### config.mk
export PLATFORM = sky130hd
export DESIGN_NAME = corner_stabilizer
export DESIGN_NICKNAME = d
export VERILOG_FILES = /design/src/rtl/corner_stabilizer.sv
export SDC_FILE = /design/constraint.sdc
export NUM_CORES = 1
export LEC_CHECK = 0
export CAP_MARGIN = 20
export CORE_MARGIN = 2
export CORE_UTILIZATION = 30
export CTS_CLUSTER_DIAMETER = 40
export DETAILED_ROUTE_END_ITERATION = 10
export HOLD_SLACK_MARGIN = 0.05
export PLACE_DENSITY = 0.54
export SYNTH_ARGS = -nofsm -noshare
export SYNTH_HDL_FRONTEND = slang
export SYNTH_SLANG_ARGS = --single-unit
export TNS_END_PERCENT = 1
### constraint.sdc
create_clock -name i_clk -period 7.2 [get_ports i_clk]
set_clock_uncertainty 0.05 [all_clocks]
set_input_delay 1.44 -clock i_clk [delete_from_list [all_inputs] [get_ports i_clk]]
set_output_delay 1.44 -clock i_clk [all_outputs]
set_load 0.02 [all_outputs]
### src/rtl/corner_stabilizer.sv
`default_nettype none
// ============================================================================
//  Module   : corner_stabilizer
//  Purpose  : Temporal smoothing and lock tracking of the four per-frame
//             corner addresses produced by the corner finder. Small moves are
//             filtered with a shift-based IIR step, large moves snap, and
//             short runs of failed detections are bridged by holding.
//  Revision : 1.0  initial release
// ============================================================================
module corner_stabilizer #(
  parameter int SHIFT       = 2,
  parameter int JUMP_TH     = 64,
  parameter int HOLD_FRAMES = 8,
  parameter int MAX_ROW     = 599,
  parameter int MAX_COL     = 799
) (
  input  logic        i_clk,
  input  logic        i_rst_n,
  input  logic        i_valid,
  input  logic        i_success,
  input  logic [19:0] i_ul_addr,
  input  logic [19:0] i_ur_addr,
  input  logic [19:0] i_dl_addr,
  input  logic [19:0] i_dr_addr,
  output logic        o_valid,
  output logic        o_locked,
  output logic        o_busy,
  output logic [19:0] o_ul_addr,
  output logic [19:0] o_ur_addr,
  output logic [19:0] o_dl_addr,
  output logic [19:0] o_dr_addr
);

  typedef enum logic [2:0] {
    S_IDLE  = 3'd0,
    S_CALC0 = 3'd1,
    S_CALC1 = 3'd2,
    S_CALC2 = 3'd3,
    S_CALC3 = 3'd4,
    S_DONE  = 3'd5
  } state_t;

  state_t      state_q, state_d;
  logic [19:0] in_q  [4];
  logic [19:0] out_q [4];
  logic        succ_q;
  logic        locked_q;
  logic [7:0]  miss_q;
  logic        valid_q;

  logic        w_capture;
  logic        w_calc;
  logic        w_busy;
  logic [1:0]  w_idx;

  // Corner index 0..3 = ul, ur, dl, dr; bit1 selects bottom row, bit0 right col.
  function automatic logic [19:0] default_corner(input logic [1:0] idx);
    logic [9:0] r;
    logic [9:0] c;
    r = idx[1] ? 10'(MAX_ROW) : 10'd0;
    c = idx[0] ? 10'(MAX_COL) : 10'd0;
    return {r, c};
  endfunction

  // State register.
  always_ff @(posedge i_clk or negedge i_rst_n) begin
    if (!i_rst_n) state_q <= S_IDLE;
    else          state_q <= state_d;
  end

  // Next-state decode and per-state controls; CALCn selects corner n.
  always_comb begin
    state_d   = state_q;
    w_capture = 1'b0;
    w_calc    = 1'b0;
    w_busy    = 1'b0;
    w_idx     = 2'd0;
    case (state_q)
      S_IDLE: begin
        if (i_valid) begin
          w_capture = 1'b1;
          state_d   = S_CALC0;
        end
      end
      S_CALC0: begin w_calc = 1'b1; w_busy = 1'b1; w_idx = 2'd0; state_d = S_CALC1; end
      S_CALC1: begin w_calc = 1'b1; w_busy = 1'b1; w_idx = 2'd1; state_d = S_CALC2; end
      S_CALC2: begin w_calc = 1'b1; w_busy = 1'b1; w_idx = 2'd2; state_d = S_CALC3; end
      S_CALC3: begin w_calc = 1'b1; w_busy = 1'b1; w_idx = 2'd3; state_d = S_DONE;  end
      S_DONE:  begin w_busy = 1'b1; state_d = S_IDLE; end
      default: state_d = S_IDLE;
    endcase
  end

  // ---------------------------------------------------------------------------
  // Shared per-corner arithmetic unit.
  // ---------------------------------------------------------------------------
  logic [19:0]        w_in, w_out, w_new;
  logic signed [10:0] w_drow, w_dcol;
  logic [10:0]        w_arow, w_acol;
  logic [11:0]        w_dist;
  logic [9:0]         w_mrow, w_mcol;
  logic [9:0]         w_step_row, w_step_col;
  logic               w_drop;

  assign w_in  = in_q[w_idx];
  assign w_out = out_q[w_idx];

  // locked_q only changes on the CALC3->DONE edge, so every CALC cycle of a
  // frame sees the same mode that was present at CALC0.
  assign w_drop = locked_q && !succ_q && (miss_q == 8'(HOLD_FRAMES - 1));

  // Signed deltas, Manhattan distance and the minimum-one IIR step per axis.
  always_comb begin
    w_drow = $signed({1'b0, w_in[19:10]}) - $signed({1'b0, w_out[19:10]});
    w_dcol = $signed({1'b0, w_in[9:0]})   - $signed({1'b0, w_out[9:0]});
    w_arow = w_drow[10] ? 11'(-w_drow) : 11'(w_drow);
    w_acol = w_dcol[10] ? 11'(-w_dcol) : 11'(w_dcol);
    w_dist = {1'b0, w_arow} + {1'b0, w_acol};

    // Magnitudes never exceed 1023, so 10 bits hold the shifted step.
    w_mrow = 10'(w_arow >> SHIFT);
    w_mcol = 10'(w_acol >> SHIFT);
    if (w_mrow == 10'd0 && w_arow != 11'd0) w_mrow = 10'd1;
    if (w_mcol == 10'd0 && w_acol != 11'd0) w_mcol = 10'd1;

    // Step never overshoots the input, so no wrap or clamp is possible.
    w_step_row = w_drow[10] ? (w_out[19:10] - w_mrow) : (w_out[19:10] + w_mrow);
    w_step_col = w_dcol[10] ? (w_out[9:0]   - w_mcol) : (w_out[9:0]   + w_mcol);

    if (succ_q) begin
      if (!locked_q || (w_dist > 12'(JUMP_TH))) w_new = w_in;
      else                                      w_new = {w_step_row, w_step_col};
    end else if (locked_q && !w_drop) begin
      w_new = w_out;
    end else begin
      w_new = default_corner(w_idx);
    end
  end

  // Input snapshot taken on an accepted i_valid pulse.
  always_ff @(posedge i_clk or negedge i_rst_n) begin
    if (!i_rst_n) begin
      for (int i = 0; i < 4; i++) in_q[i] <= 20'd0;
      succ_q <= 1'b0;
    end else if (w_capture) begin
      in_q[0] <= i_ul_addr;
      in_q[1] <= i_ur_addr;
      in_q[2] <= i_dl_addr;
      in_q[3] <= i_dr_addr;
      succ_q  <= i_success;
    end
  end

  // Output corner registers, one written per CALC cycle.
  always_ff @(posedge i_clk or negedge i_rst_n) begin
    if (!i_rst_n) begin
      for (int i = 0; i < 4; i++) out_q[i] <= default_corner(2'(i));
    end else if (w_calc) begin
      out_q[w_idx] <= w_new;
    end
  end

  // Lock flag and miss counter, committed as the frame enters DONE.
  always_ff @(posedge i_clk or negedge i_rst_n) begin
    if (!i_rst_n) begin
      locked_q <= 1'b0;
      miss_q   <= 8'd0;
    end else if (state_q == S_CALC3) begin
      if (succ_q) begin
        locked_q <= 1'b1;
        miss_q   <= 8'd0;
      end else if (locked_q) begin
        if (w_drop) begin
          locked_q <= 1'b0;
          miss_q   <= 8'd0;
        end else begin
          miss_q <= miss_q + 8'd1;
        end
      end
    end
  end

  // One-cycle completion pulse following DONE.
  always_ff @(posedge i_clk or negedge i_rst_n) begin
    if (!i_rst_n) valid_q <= 1'b0;
    else          valid_q <= (state_q == S_DONE);
  end

  assign o_valid   = valid_q;
  assign o_locked  = locked_q;
  assign o_busy    = w_busy;
  assign o_ul_addr = out_q[0];
  assign o_ur_addr = out_q[1];
  assign o_dl_addr = out_q[2];
  assign o_dr_addr = out_q[3];

endmodule
`default_nettype wire
==> flow_summary.yaml <==
global_route:
  grt_util_all_layers_pct: 18.3
  antenna_found_initial: 1
  grt_most_used_layer: "met2"
  grt_pass1_wl_um: 58500
  met2_usage_pct: 27.7
  grtUsageMet1_pct: 25.9
  grt_pass1_vias: 9916
  grt_overflow: 0
  grt_max_degree: 102
  use_met3_pct: 4.71
min_path:
  hp-class: "reg -> reg"
  min_to: "o_dr_addr[2]$_DFFE_PN1P_"
  hold_depth: 2
  worstHoldStart: "o_dr_addr[2]$_DFFE_PN1P_"
placed_design:
  dpl.cell_count: 1915
  place_ws_ps: -85.4
  postPlaceCellArea_mm2: 0.0141
  place_congestion: 0.882
  port_buffers: 166
  dp_hpwl_um: 28800
yosys:
  syn_inst: 1250
  synthArstFlopShare_pct: 100
  avgSynthCellArea_um2: 9.36
  synth_edf_count: 0
  ys_seq_area_share_pct: 37.5
  ys_types: 93
  ys.flop_type: "dfrtp_1"
  ys_seq_elements: 174
  synth_warnings: 0
  syn-num-nets: 1391
  synthesis.area_mm2: 0.0117
worst_setup_path:
  crit_path_start_kind: "flip-flop"
  crit_arrival_ps: 7120
  r2r_end: "o_dl_addr[16]$_DFFE_PN1P_"
  slowest_stage: "fa_1"
  reg2reg_slack_ps: 390
  crit_family: "compound AO/OA/AOI/OAI gates"
  crit_buf_inv: 3
  critical-path-max-stage-delay_ps: 550
  ff2ff_path_depth: 28
  crit_required_ps: 7510
  timing.rr.start: "state_q[1]$_DFFE_PN0P_"
  end_kind: "flip-flop"
  path_max_fanout: 22
  crit_type: "reg -> reg"
finish:
  drive_above_1_share_pct: 18.2
  area_delta_synth_final_pct: 27.6
  regArea_mm2: 0.00439
  antenna_cells: 0
  fin_area_mm2: 0.0149
  multi_input_area_mm2: 0.00698
  fin_cells: 1955
  post-route-util_pct: 38.7
  fillers: 3951
  nNetsFinal: 1565
cts:
  cts_htree_levels: 4
  ctsHoldBuffers: 0
  cts_buffers: 17
  clockBufferDepth: 2
  clkSlewWorstSetupHoldPaths_ps: 70
  clk_latency_ps: 440
  cts_num_sinks: 174
  cts-root-buf: "clkbuf_16"
  cts_tree: "done"
floorplanning:
  die_area_mm2: 0.0406
  core-area_mm2: 0.0386
  die_h_um: 202
  io_pins: 167
  start_util_pct: 30.4
  die_x_um: 202
  rows: 72
routing:
  remaining_drc_errors: 0
  wirelength_um: 37400
  first_pass_iters: 5
  wl_per_cell_um: 19.1
  detail-route-antenna-nets: 0
  vias_per_cell: 5.20
  drt_iter0_markers: 756
  num_vias: 10200
sta:
  fin_ws_ps: 393
  relSlewSlack_pct: 35.4
  finalSetupViolations: 0
  timing.final.crit_period_ps: 6810
  tightestPinTransition_ps: 970
  finalHoldViolCount: 0
  rsz0062_at_grt: "yes"
  fin_crit_sh_pct: 94.5
  fmaxAchievable_ghz: 0.147
  final_max_slew_viol_count: 0
status:
  status: "finished clean"
flow_run:
  cap_violations: 0
[per-layer routing]
layer | up-vias | share of wire (%)
met1 | 4926 | 48
met5 | - | 0.032
met3 | 45 | 6.7
li1 | 4875 | -
met2 | 318 | 44
met4 | 2 | 1.6
[cell type report]
cell class / count / share of cell area, %
multi-input combinational: 958 / 46.7
sequential: 174 / 29.4
timing repair buffer: 219 / 14.2
tap: 518 / 4.34
clock buffer: 18 / 2.87
inverter: 54 / 1.36
clock inverter: 14 / 1.08
[state kept, by name (all words and copies together), names as in the netlist]
signal,count
o_valid,1
state_q,3
o_ul_addr,20
miss_q,8
o_locked,1
o_dl_addr,20
succ_q,1
o_ur_addr,20
in_q,80
o_dr_addr,20
[worst max-delay path by stage]
stage / end / slack [ps] / start / cells past startpoint
floorplan: o_dl_addr[16]$_DFFE_PN1P_ / 180 / state_q[0]$_DFFE_PN0P_ / 32
finish: o_dl_addr[16]$_DFFE_PN1P_ / 390 / state_q[1]$_DFFE_PN0P_ / 28
CTS: o_dl_addr[8]$_DFFE_PN0P_ / 20 / state_q[1]$_DFFE_PN0P_ / 26
global placement: o_dl_addr[16]$_DFFE_PN1P_ / 220 / state_q[1]$_DFFE_PN0P_ / 28
global route: o_dr_addr[9]$_DFFE_PN1P_ / -30 / state_q[2]$_DFFE_PN0P_ / 30
detailed placement: o_dl_addr[8]$_DFFE_PN0P_ / -90 / state_q[1]$_DFFE_PN0P_ / 26
[Yosys cell counts, types with 5 or more instances]
cell	n	area [um2]
nand4_1	7	43.8
nand2_1	141	529
mux2i_1	48	480
buf_2	6	30.0
nand3_1	18	90.1
o21ai_0	89	445
nor3_1	19	95.1
a221o_1	23	230
dfstp_2	26	683
and2_1	11	68.8
nor2b_1	5	31.3
xnor2_1	38	333
nand2b_1	15	93.8
a221oi_1	19	166
a21o_1	6	45.0
a31oi_1	15	93.8
o31ai_1	12	90.1
mux2_2	84	946
dfrtp_1	148	3700
o21ai_1	16	80.1
and3_1	10	62.6
or3_1	17	106
a211oi_1	7	52.6
nor2_1	112	420
xor2_1	23	201
a21oi_1	48	240
ha_1	54	676
o211ai_1	5	37.5
nand3b_1	7	52.6
inv_1	52	195
clkbuf_1	47	176
nor4_1	7	43.8
o21a_1	6	45.0
buf_1	7	26.3
[kinds of logic (layout without fill, tap and decap cells)]
group	count (synthesis)	count (layout)	synth area share, %
AND/OR/NAND/NOR	396	396	15.9
XOR/XNOR	63	63	4.95
multiplexers	133	133	12.4
AO/OA/AOI/OAI	309	309	18.9
flip-flops	174	174	37.5
adder cells (fa/ha/maj)	57	57	6.28
buffers and inverters	118	305	4.07
[worst min-delay path: cells and delay by family (launching register included)]
family / cells / cell delay, ps
flops: 1 / 380
simple gates: 2 / 90
[cells in the final DEF, fill, tap and decap left out, types with 16 or more instances in the layout]
cell             count
clkdlybuf4s50_1    165
dfrtp_1            145
nand2_1            140
nor2_1             111
o21ai_0             87
mux2_2              84
inv_1               52
ha_1                51
mux2i_1             47
a21oi_1             47
buf_4               47
xnor2_1             38
dfstp_2             26
a221o_1             23
xor2_1              20
nor3_1              19
nand3_1             18
o21ai_1             18
or3_1               17
clkbuf_16           17
a221oi_1            16
[per-stage QoR]
step / setup TNS, ps / hold WS (ps)
global route: -57.3 / 457
finish: 0 / 424
detailed placement: -216 / 405
CTS: 0 / 416
floorplan: 0 / 417
global placement: 0 / 407
[repair_timing]
item | in CTS | in global routing
hold endpoints to repair | 0 | 0
gates resized for setup | 1 | 30
pin swaps | 0 | 8
buffers inserted | 0 | 7
endpoints found under the setup margin | 4 | 72
Power is not shown: default switching activity piles up to over one toggle a cycle in this logic, so the estimate is an artifact.
